[config.mk]
export PLATFORM = sky130hd
export DESIGN_NAME = sleep_ctrl_mc_flat
export DESIGN_NICKNAME = d
export VERILOG_FILES = /design/src/rtl/sleep_ctrl_mc_if.sv /design/src/rtl/sleep_ctrl_mc.sv /design/src/flat_wrapper.sv
export SDC_FILE = /design/constraint.sdc
export NUM_CORES = 1
export LEC_CHECK = 0
export BUFFER_PORTS_ARGS = -buffer_cell sky130_fd_sc_hd__buf_2
export CORE_AREA = 4 4 101 103
export DETAILED_ROUTE_END_ITERATION = 10
export DIE_AREA = 0 0 105 107
export PLACE_DENSITY = 0.82
export REMOVE_ABC_BUFFERS = 1
export SETUP_SLACK_MARGIN = 0.4
export SLEW_MARGIN = 30
export SYNTH_ARGS = -nofsm -noshare
export SYNTH_HDL_FRONTEND = slang
export SYNTH_SLANG_ARGS = --single-unit
[constraint.sdc]
create_clock -name HCLK -period 2.1 [get_ports HCLK]
set_input_delay 0.105 -clock HCLK [delete_from_list [all_inputs] [get_ports HCLK]]
set_output_delay 0.105 -clock HCLK [all_outputs]
set_load 0.05 [all_outputs]
[src/rtl/sleep_ctrl_mc_if.sv]
// ----------------------------------------------------------------------------
// sleep_ctrl_mc_if
// APB bus bundle between a bus master and the sleep controller's register
// block.
//   PADDR   : register address (APB_ADDR_WIDTH bits)
//   PWDATA  : write data (32 bits)
//   PWRITE  : 1 = write, 0 = read
//   PSEL    : slave select
//   PENABLE : access phase strobe
//   PRDATA  : read data (32 bits), from slave
//   PREADY  : transfer ready, from slave
//   PSLVERR : transfer error, from slave
// ----------------------------------------------------------------------------
interface sleep_ctrl_mc_if #(
    parameter int APB_ADDR_WIDTH = 12
);
    logic [APB_ADDR_WIDTH-1:0] PADDR;
    logic [31:0]               PWDATA;
    logic                      PWRITE;
    logic                      PSEL;
    logic                      PENABLE;
    logic [31:0]               PRDATA;
    logic                      PREADY;
    logic                      PSLVERR;

    modport master (
        output PADDR, PWDATA, PWRITE, PSEL, PENABLE,
        input  PRDATA, PREADY, PSLVERR
    );

    modport slave (
        input  PADDR, PWDATA, PWRITE, PSEL, PENABLE,
        output PRDATA, PREADY, PSLVERR
    );
endinterface

[src/rtl/sleep_ctrl_mc.sv]
// ----------------------------------------------------------------------------
// sleep_ctrl_mc
// Multi-core sleep controller. Each core has its own RUN / SHUTDOWN / SLEEP
// state machine that drains the core (fetch disabled) before gating its
// clock, and wakes it on an event or on expiry of a shared wake timer.
//
// Ports:
//   HCLK, HRESETn    : clock, asynchronous active-low reset
//   apb              : APB slave (CTRL, STATUS, WAKE_TIMER, TIMER_MASK)
//   irq_i            : per-core interrupt pending
//   event_i          : per-core wake event
//   core_busy_i      : per-core busy (outstanding work during drain)
//   fetch_en_o       : per-core instruction fetch enable
//   clk_gate_core_o  : per-core clock enable, low = clock gated
//   timer_wake_o     : one-cycle pulse on wake timer expiry
//
// Register map (index = PADDR[5:2]):
//   0 CTRL        RW   bit i = sleep request for core i, self-clearing
//   1 STATUS      [N-1:0] sleeping (RO), [16+N-1:16] timeout flags (W1C)
//   2 WAKE_TIMER  RW   32-bit countdown
//   3 TIMER_MASK  RW   bit i = timer expiry wakes core i
// ----------------------------------------------------------------------------
module sleep_ctrl_mc #(
    parameter int APB_ADDR_WIDTH = 12,
    parameter int NUM_CORES      = 2,
    parameter int SHDN_TIMEOUT   = 1024
) (
    input  logic                 HCLK,
    input  logic                 HRESETn,
    sleep_ctrl_mc_if.slave       apb,
    input  logic [NUM_CORES-1:0] irq_i,
    input  logic [NUM_CORES-1:0] event_i,
    input  logic [NUM_CORES-1:0] core_busy_i,
    output logic [NUM_CORES-1:0] fetch_en_o,
    output logic [NUM_CORES-1:0] clk_gate_core_o,
    output logic                 timer_wake_o
);

    typedef enum logic [1:0] {
        ST_RUN      = 2'b00,
        ST_SHUTDOWN = 2'b01,
        ST_SLEEP    = 2'b10
    } core_state_e;

    localparam logic [3:0]  IDX_CTRL   = 4'd0;
    localparam logic [3:0]  IDX_STATUS = 4'd1;
    localparam logic [3:0]  IDX_TIMER  = 4'd2;
    localparam logic [3:0]  IDX_MASK   = 4'd3;
    localparam logic [15:0] SHDN_LAST  = 16'(SHDN_TIMEOUT - 1);

    // ------------------------------------------------------------------
    // APB decode
    // ------------------------------------------------------------------
    logic [APB_ADDR_WIDTH-1:0] paddr;
    logic [3:0]                reg_idx;
    logic                      wr_en;
    logic                      rd_en;
    logic                      wr_ctrl;
    logic                      wr_status;
    logic                      wr_timer;
    logic                      wr_mask;
    logic                      unused_addr;

    assign paddr       = apb.PADDR;
    assign reg_idx     = paddr[5:2];
    assign unused_addr = ^paddr;
    assign wr_en       = apb.PSEL & apb.PENABLE & apb.PWRITE;
    assign rd_en       = apb.PSEL & apb.PENABLE & ~apb.PWRITE;
    assign wr_ctrl     = wr_en && (reg_idx == IDX_CTRL);
    assign wr_status   = wr_en && (reg_idx == IDX_STATUS);
    assign wr_timer    = wr_en && (reg_idx == IDX_TIMER);
    assign wr_mask     = wr_en && (reg_idx == IDX_MASK);

    assign apb.PREADY  = 1'b1;
    assign apb.PSLVERR = 1'b0;

    // ------------------------------------------------------------------
    // State
    // ------------------------------------------------------------------
    core_state_e          state_q    [NUM_CORES];
    core_state_e          state_d    [NUM_CORES];
    logic [15:0]          shdn_cnt_q [NUM_CORES];
    logic [NUM_CORES-1:0] ctrl_q;
    logic [NUM_CORES-1:0] mask_q;
    logic [NUM_CORES-1:0] tflag_q;
    logic [31:0]          timer_q;

    logic [NUM_CORES-1:0] wake;
    logic [NUM_CORES-1:0] sleeping;
    logic [NUM_CORES-1:0] abort;
    logic [NUM_CORES-1:0] hw_clr;
    logic [NUM_CORES-1:0] tflag_w1c;

    assign wake      = event_i | ({NUM_CORES{timer_wake_o}} & mask_q);
    assign hw_clr    = sleeping | wake | abort;
    assign tflag_w1c = wr_status ? apb.PWDATA[16 +: NUM_CORES] : '0;

    // ------------------------------------------------------------------
    // Per-core FSM: next state and outputs
    // ------------------------------------------------------------------
    always_comb begin
        // NOTE: every output of this block gets a default before the case so
        // no path leaves a value held, which would infer a latch.
        for (int i = 0; i < NUM_CORES; i++) begin
            state_d[i]         = state_q[i];
            fetch_en_o[i]      = 1'b1;
            clk_gate_core_o[i] = 1'b1;
            abort[i]           = 1'b0;
            sleeping[i]        = 1'b0;

            case (state_q[i])
                ST_RUN: begin
                    // Fetch is cut in the same cycle the request is seen.
                    fetch_en_o[i] = ~(ctrl_q[i] & ~wake[i]);
                    if (ctrl_q[i] && !wake[i]) begin
                        state_d[i] = ST_SHUTDOWN;
                    end
                end
                ST_SHUTDOWN: begin
                    fetch_en_o[i] = 1'b0;
                    if (wake[i]) begin
                        state_d[i] = ST_RUN;
                    end else if (!core_busy_i[i] && !irq_i[i]) begin
                        state_d[i] = ST_SLEEP;
                    end else if (shdn_cnt_q[i] == SHDN_LAST) begin
                        state_d[i] = ST_RUN;
                        abort[i]   = 1'b1;
                    end
                end
                ST_SLEEP: begin
                    fetch_en_o[i]      = 1'b0;
                    sleeping[i]        = 1'b1;
                    // Clock comes back in the wake cycle itself.
                    clk_gate_core_o[i] = wake[i];
                    if (wake[i]) begin
                        state_d[i] = ST_RUN;
                    end else if (irq_i[i]) begin
                        state_d[i] = ST_SHUTDOWN;
                    end
                end
                default: begin
                    state_d[i] = ST_RUN;
                end
            endcase
        end
    end

    // ------------------------------------------------------------------
    // Per-core state register and drain counter
    // ------------------------------------------------------------------
    always_ff @(posedge HCLK or negedge HRESETn) begin
        // NOTE: the per-core arrays are a handful of flops, not a RAM, so
        // every element is reset like any other register.
        if (!HRESETn) begin
            for (int i = 0; i < NUM_CORES; i++) begin
                state_q[i]    <= ST_RUN;
                shdn_cnt_q[i] <= '0;
            end
        end else begin
            for (int i = 0; i < NUM_CORES; i++) begin
                // NOTE: non-blocking assignments keep every flop sampling the
                // pre-edge values regardless of statement order.
                state_q[i] <= state_d[i];
                // Held at zero outside SHUTDOWN, so every entry starts at 0.
                if (state_q[i] == ST_SHUTDOWN) begin
                    if (shdn_cnt_q[i] != 16'hFFFF) begin
                        shdn_cnt_q[i] <= shdn_cnt_q[i] + 16'd1;
                    end
                end else begin
                    shdn_cnt_q[i] <= '0;
                end
            end
        end
    end

    // ------------------------------------------------------------------
    // Registers and wake timer
    // ------------------------------------------------------------------
    always_ff @(posedge HCLK or negedge HRESETn) begin
        if (!HRESETn) begin
            ctrl_q       <= '0;
            mask_q       <= '0;
            tflag_q      <= '0;
            timer_q      <= '0;
            timer_wake_o <= 1'b0;
        end else begin
            // A software write beats the hardware clear in the same cycle.
            if (wr_ctrl) begin
                ctrl_q <= apb.PWDATA[NUM_CORES-1:0];
            end else begin
                ctrl_q <= ctrl_q & ~hw_clr;
            end

            if (wr_mask) begin
                mask_q <= apb.PWDATA[NUM_CORES-1:0];
            end

            // Set wins over a coincident write-1-to-clear.
            tflag_q <= (tflag_q & ~tflag_w1c) | abort;

            if (wr_timer) begin
                timer_q <= apb.PWDATA;
            end else if (timer_q != 32'd0) begin
                timer_q <= timer_q - 32'd1;
            end

            // Pulse accompanies the 1->0 step; a reload in that cycle cancels it.
            timer_wake_o <= (timer_q == 32'd1) && !wr_timer;
        end
    end

    // ------------------------------------------------------------------
    // Read mux
    // ------------------------------------------------------------------
    logic [31:0] prdata;

    always_comb begin
        prdata = '0;
        if (rd_en) begin
            case (reg_idx)
                IDX_CTRL:   prdata[NUM_CORES-1:0] = ctrl_q;
                IDX_STATUS: begin
                    prdata[NUM_CORES-1:0]    = sleeping;
                    prdata[16 +: NUM_CORES]  = tflag_q;
                end
                IDX_TIMER:  prdata = timer_q;
                IDX_MASK:   prdata[NUM_CORES-1:0] = mask_q;
                default:    prdata = '0;
            endcase
        end
    end

    assign apb.PRDATA = prdata;

endmodule

[src/flat_wrapper.sv]
// flat-port wrapper written by rule: the top's interface ports become plain ports
module sleep_ctrl_mc_flat 
#(
    parameter int APB_ADDR_WIDTH = 12,
    parameter int NUM_CORES      = 2,
    parameter int SHDN_TIMEOUT   = 1024
)
  (HCLK, HRESETn, irq_i, event_i, core_busy_i, fetch_en_o, clk_gate_core_o, timer_wake_o, apb_PADDR, apb_PWDATA, apb_PWRITE, apb_PSEL, apb_PENABLE, apb_PRDATA, apb_PREADY, apb_PSLVERR);
  sleep_ctrl_mc_if #(.APB_ADDR_WIDTH(APB_ADDR_WIDTH)) apb_i ();
  input  logic HCLK;
  input  logic HRESETn;
  input  logic [NUM_CORES-1:0] irq_i;
  input  logic [NUM_CORES-1:0] event_i;
  input  logic [NUM_CORES-1:0] core_busy_i;
  output logic [NUM_CORES-1:0] fetch_en_o;
  output logic [NUM_CORES-1:0] clk_gate_core_o;
  output logic timer_wake_o;
  input wire logic [$bits(apb_i.PADDR)-1:0] apb_PADDR;
  input wire logic [$bits(apb_i.PWDATA)-1:0] apb_PWDATA;
  input wire logic [$bits(apb_i.PWRITE)-1:0] apb_PWRITE;
  input wire logic [$bits(apb_i.PSEL)-1:0] apb_PSEL;
  input wire logic [$bits(apb_i.PENABLE)-1:0] apb_PENABLE;
  output wire logic [$bits(apb_i.PRDATA)-1:0] apb_PRDATA;
  output wire logic [$bits(apb_i.PREADY)-1:0] apb_PREADY;
  output wire logic [$bits(apb_i.PSLVERR)-1:0] apb_PSLVERR;
  assign apb_i.PADDR = apb_PADDR;
  assign apb_i.PWDATA = apb_PWDATA;
  assign apb_i.PWRITE = apb_PWRITE;
  assign apb_i.PSEL = apb_PSEL;
  assign apb_i.PENABLE = apb_PENABLE;
  assign apb_PRDATA = apb_i.PRDATA;
  assign apb_PREADY = apb_i.PREADY;
  assign apb_PSLVERR = apb_i.PSLVERR;
  sleep_ctrl_mc #(.APB_ADDR_WIDTH(APB_ADDR_WIDTH), .NUM_CORES(NUM_CORES), .SHDN_TIMEOUT(SHDN_TIMEOUT)) u_core (.HCLK(HCLK), .HRESETn(HRESETn), .apb(apb_i), .irq_i(irq_i), .event_i(event_i), .core_busy_i(core_busy_i), .fetch_en_o(fetch_en_o), .clk_gate_core_o(clk_gate_core_o), .timer_wake_o(timer_wake_o));
endmodule
# ---- Word level (Yosys, flattened, before mapping)
# Cells that the tools add are included.
dict set report word_totals {
  register_bits 75
  latchBits 0
  mem_bits_rw 0
  rom_bits 0
  out_inout_bits 39
  wordCells 117
  n_memories 0
}
dict set report classes {
  add_sub_neg 3
  multipliers 0
  div 0
  magnitude_cmp 0
  n_eq_ne 20
  shift 0
  muxes 41
  n_bitwise 19
  reduce_logical 25
}
# cell count
set ops {}
lappend ops {{$mux 32} 3}
lappend ops {{$mux 16} 4}
lappend ops {{$add 16x1->16 const B} 2}
lappend ops {{$eq 16x10->1 const B} 2}
lappend ops {{$eq 32x1->1 const B} 1}
lappend ops {{$ne 16x16->1 const B} 2}
lappend ops {{$reduce_bool 32->1} 1}
lappend ops {{$sub 32x1->32 const B} 1}
lappend ops {{$mux 14} 2}
lappend ops {{$mux 2} 14}
lappend ops {{$mux 1} 12}
lappend ops {{$pmux 2 s3} 2}
lappend ops {{$logic_and 1x1->1} 9}
lappend ops {{$eq 4x2->1 const B} 2}
lappend ops {{$ne 4x1->1 const B} 2}
lappend ops {{$or 2x2->2} 4}
lappend ops {{$pmux 2 s4} 1}
lappend ops {{$logic_not 1->1} 7}
lappend ops {{$and 2x2->2} 3}
lappend ops {{$ne 3x2->1 const B} 2}
lappend ops {{$reduce_and 3->1} 2}
lappend ops {{$and 1x1->1} 5}
lappend ops {{$not 1->1} 5}
lappend ops {{$eq 2x1->1 const B} 2}
lappend ops {{11 further kinds} 18}

# ---- Depth between registers and ports, before layout
dict set report depth {
  depth_word 9
  depth_mapped 9
}

# ---- Least setup slack after synthesis
# OpenSTA, ideal clock, no wires.
dict set report synth_timing {
  path_type {flip-flop to flip-flop}
  from {register u_core.timer_q[0]}
  to {register u_core.timer_q[26]}
  setup_ns 0.132
  arrival_ns 1.970
  setup_slack_ns -0.002
  path_stages_with_launch 10
  period_less_slack_ns 2.102
  cell_sequence {dfrtp_1 inv_1 ha_1 nor3b_1 nand2_1 or2_0 clkbuf_1 nor4_1 mux2i_1 o21ai_1}
}
dict set report synth_between {
  elab_chain_cells 3
  word_cells_on_any_way 5
  classes_between {add/sub (1); mux (2); reduce/logical (2)}
}
# element line_no
set synth_rtl {}
lappend synth_rtl {{from (decl)} sleep_ctrl_mc.sv:86} ;# logic [31:0] timer_q;
lappend synth_rtl {{from (signal assigned)} sleep_ctrl_mc.sv:202} ;# timer_q <= apb.PWDATA;
lappend synth_rtl {{from (signal assigned)} sleep_ctrl_mc.sv:204} ;# timer_q <= timer_q - 32'd1;
lappend synth_rtl {{$sub 32x1->32} sleep_ctrl_mc.sv:204}
lappend synth_rtl {{$mux 32} sleep_ctrl_mc.sv:203} ;# end else if (timer_q != 32'd0) begin
lappend synth_rtl {{$mux 32} sleep_ctrl_mc.sv:201} ;# if (wr_timer) begin
# Several ways; a longest one is shown, not always the timed one. The select of a mux whose other input is x is not followed.
# A chain may end at the register's enable or synchronous reset.

# ---- Worst setup path after layout
dict set report layout_timing {
  from {register u_core.timer_q[12]}
  to {register u_core.timer_q[29]}
}
# The elaborated chain is that of the path after synthesis.

==> results.toml <==
[grt]
grt_use_met1 = 0.317
grt_pass1_vias = 4875
grtUsageTotal = 0.267
grt_busiest_layer = "met2"
use_met2 = 0.452
grt_use_met3 = 0.0638
global_route.overflow_total = 0
grt_pass1_wl_um = 24100
grt_max_degree = 76
antenna_found_initial = 0

[sta]
hold_viol_final = 0
rsz0062_at_grt = "yes"
finalSetupTns_ps = -2840
maxSlewViolCount = 0
fin_worst_skew_ps = 17.9
period_share = 1.21
slew-limit-headroom = 0.319
worst_slack_ps = -450
max_freq_mhz = 392
period_needed_ps = 2550
worstMarginPinSlew_ps = 1010
setup_violations = 24

[worst_setup_path]
path_delay_family = "simple AND/OR/NAND/NOR gates"
start_kind = "register"
crit_path_cell_trace = "nor4_4 -> buf_4 -> nand4_1 -> nor4_4 -> buf_4 -> xnor2_2 -> a211oi_2"
path_class = "reg2reg"
crit_slowest_cell = "nor4_4"
path_buf_inv = 2
worstPathArrival_ps = 2830
endpoint_kind = "register"
crit_fanout = 2
cpPeakStageDelay_ps = 470
required_ps = 2380

[floorplanning]
die-area_mm2 = 0.0112
core-area_mm2 = 0.00920
initial_core_util = 0.479
io_pins = 94
die_w_um = 105
row_count = 35
die_y_um = 107

[routing]
routed_wl_um = 19700
drc = 0
dr.pass1.iters = 5
drt_iter0_markers = 594
wl_per_cell_um = 23.8
viasPerCell = 6.46
dr_total_vias = 5346
drtAntennaViolNets = 0

[logic_synthesis]
ys_top_cells_by_count = "dfrtp_1 (75), nor2_1 (69), nand2_1 (42)"
synth_top_area_cell = "dfrtp_1"
synth_edf_count = 0
ys_seq_area_frac = 0.426
netlist_instances = 496
yosysWarnings = 0
syn_area_mm2 = 0.00441
ys_types = 64
ys_ff_latch = 75
synth_top_area_share = 0.426
synth_area_per_cell_um2 = 8.89
synth-async-reset-ratio = 1.00
synth.area.top_cells = "dfrtp_1 (43%), nor2_1 (5.9%), and2_1 (4.0%)"
synth-main-ff-cell = "dfrtp_1"
yosysMostFrequentCell = "dfrtp_1"

[power]
comb_power_share = 0.299
power_leakage_nw = 3.09
finalPower_mw = 4.51
sw_frac_of_total = 0.350
p_sw_mw = 1.58
p_clk_frac = 0.285
peakVddDrop_uv = 453
p_int_mw = 2.93
p_per_area_mw_per_mm2 = 627
seqPwrFrac = 0.417

[clock_network]
clock-root-buffer = "clkbuf_8"
cts.sinks = 75
clockBufferDepth = 2
cts_tree = "built"
clk_latency_ps = 370
clk_pin_slew_worst_paths_ps = 100
numCtsBuffers = 9
h-tree-depth = 3

[final_layout]
fin_nets = 770
area_growth_pct = 63.1
antenna_cells = 0
drive_above_1_share = 0.492

[placement]
hpwl_um = 8180
dpl_worst_slack_ps = -57.9
portBuffers = 83
place.gp.congestion = 0.833

[job]
cap_violations = 0

[status]
status = "finished with violations"
failed_checks = "negative setup slack"

[hold_path]
hold_class = "in2reg"
[per-stage QoR]
| step | cells | utilization | area, um2 | hold slack (ps) |
|---|---|---|---|---|
| final | 827 | 0.782 | 7190 | 8.72 |
| after global routing | 827 | 0.782 | 7190 | 16.9 |
| after CTS | 790 | 0.692 | 6360 | 1.01 |
| after detailed placement | 711 | 0.564 | 5180 | 171 |
| after global placement | 711 | 0.564 | 5180 | 170 |
| after floorplan | 474 | - | 4300 | -191 |
[area by class of cell]
cell class	instances	area [um2]
clock buffers	10	128
clock inverters	6	90.1
fillers	500	2010
inverters	6	22.5
multi-input cells	393	3210
flip-flops and latches	75	1890
well taps	111	139
repair buffers	226	1710
[per-layer routing]
metal	part of all wire	vias up
li1	-	2203
met1	0.36	2542
met2	0.47	448
met3	0.088	153
met4	0.077	0
met5	0	-
[worst register-to-register path: cells and delay by family, from the launching register on]
kind                   cells  cell delay [ps]
AO/OA/AOI/OAI              1              260
XOR/XNOR                   1               80
buffers and inverters      2              400
flip-flops                 1              430
AND/OR/NAND/NOR            3             1290
[timing repair]
item,CTS,global route
endpoints found under the hold margin,92,0
resized for setup,105,114
setup endpoints to repair,62,92
setup buffers,44,37
gates cloned,1,0
hold buffers,18,0
pin swaps,45,68
[registers in the layout, indices dropped and copies added (netlist names)]
signal / flops
u_core.shdn_cnt_q: 32
u_core.timer_q: 32
u_core.state_q: 4
u_core.mask_q: 2
u_core.ctrl_q: 2
u_core.tflag_q: 2
u_core.timer_wake_o: 1
[power by group through the flow]
stage               registers [mW]  logic [mW]  clock network (mW)
floorplan                     1.82       0.389                   0
global placement              1.80       0.760                   0
detailed placement            1.81       0.795                   0
CTS                           1.79       0.979                1.24
global route                  1.88        1.42                1.35
finish                        1.88        1.35                1.28
[path summary, 6_finish.rpt]
kind	startpoint	to	depth (start not counted)	slack (ps)
min in group asynchronous	HRESETn	u_core.timer_q[30]	3	290
max in group asynchronous	HRESETn	u_core.shdn_cnt_q[10]	3	1430
setup reg to reg	u_core.timer_q[12]	u_core.timer_q[29]	7	-450
setup / recovery	u_core.timer_q[12]	u_core.timer_q[29]	7	-450
hold / removal	apb_PWDATA[18]	u_core.timer_q[18]	3	9
hold reg to reg	u_core.tflag_q[0]	u_core.tflag_q[0]	1	490
[layout by cell type (no fill, tap or decap), drive strengths merged, types with 6 or more instances in the layout]
cell type and instances:
nand2 43, o21ai 20, buf 207, a211oi 11
dfrtp 75, clkbuf 11, nor3 23, nand3 28
a21oi 21, a31oi 10, nor2 70, and2 29
inv 6, nand4 13, xnor2 17, nor4 17
xor2 17, dlygate4sd3 18
[logic make-up after synthesis]
family | count (synthesis) | share of synthesized area
other | 2 | 0.00170
adder cells (fa/ha/maj) | 4 | 0.0114
buffers and inverters | 28 | 0.0309
XOR/XNOR | 34 | 0.0675
multiplexers | 7 | 0.0193
AO/OA/AOI/OAI | 87 | 0.130
AND/OR/NAND/NOR | 259 | 0.314
flip-flops | 75 | 0.426
Power figures use the tool's default switching activity.
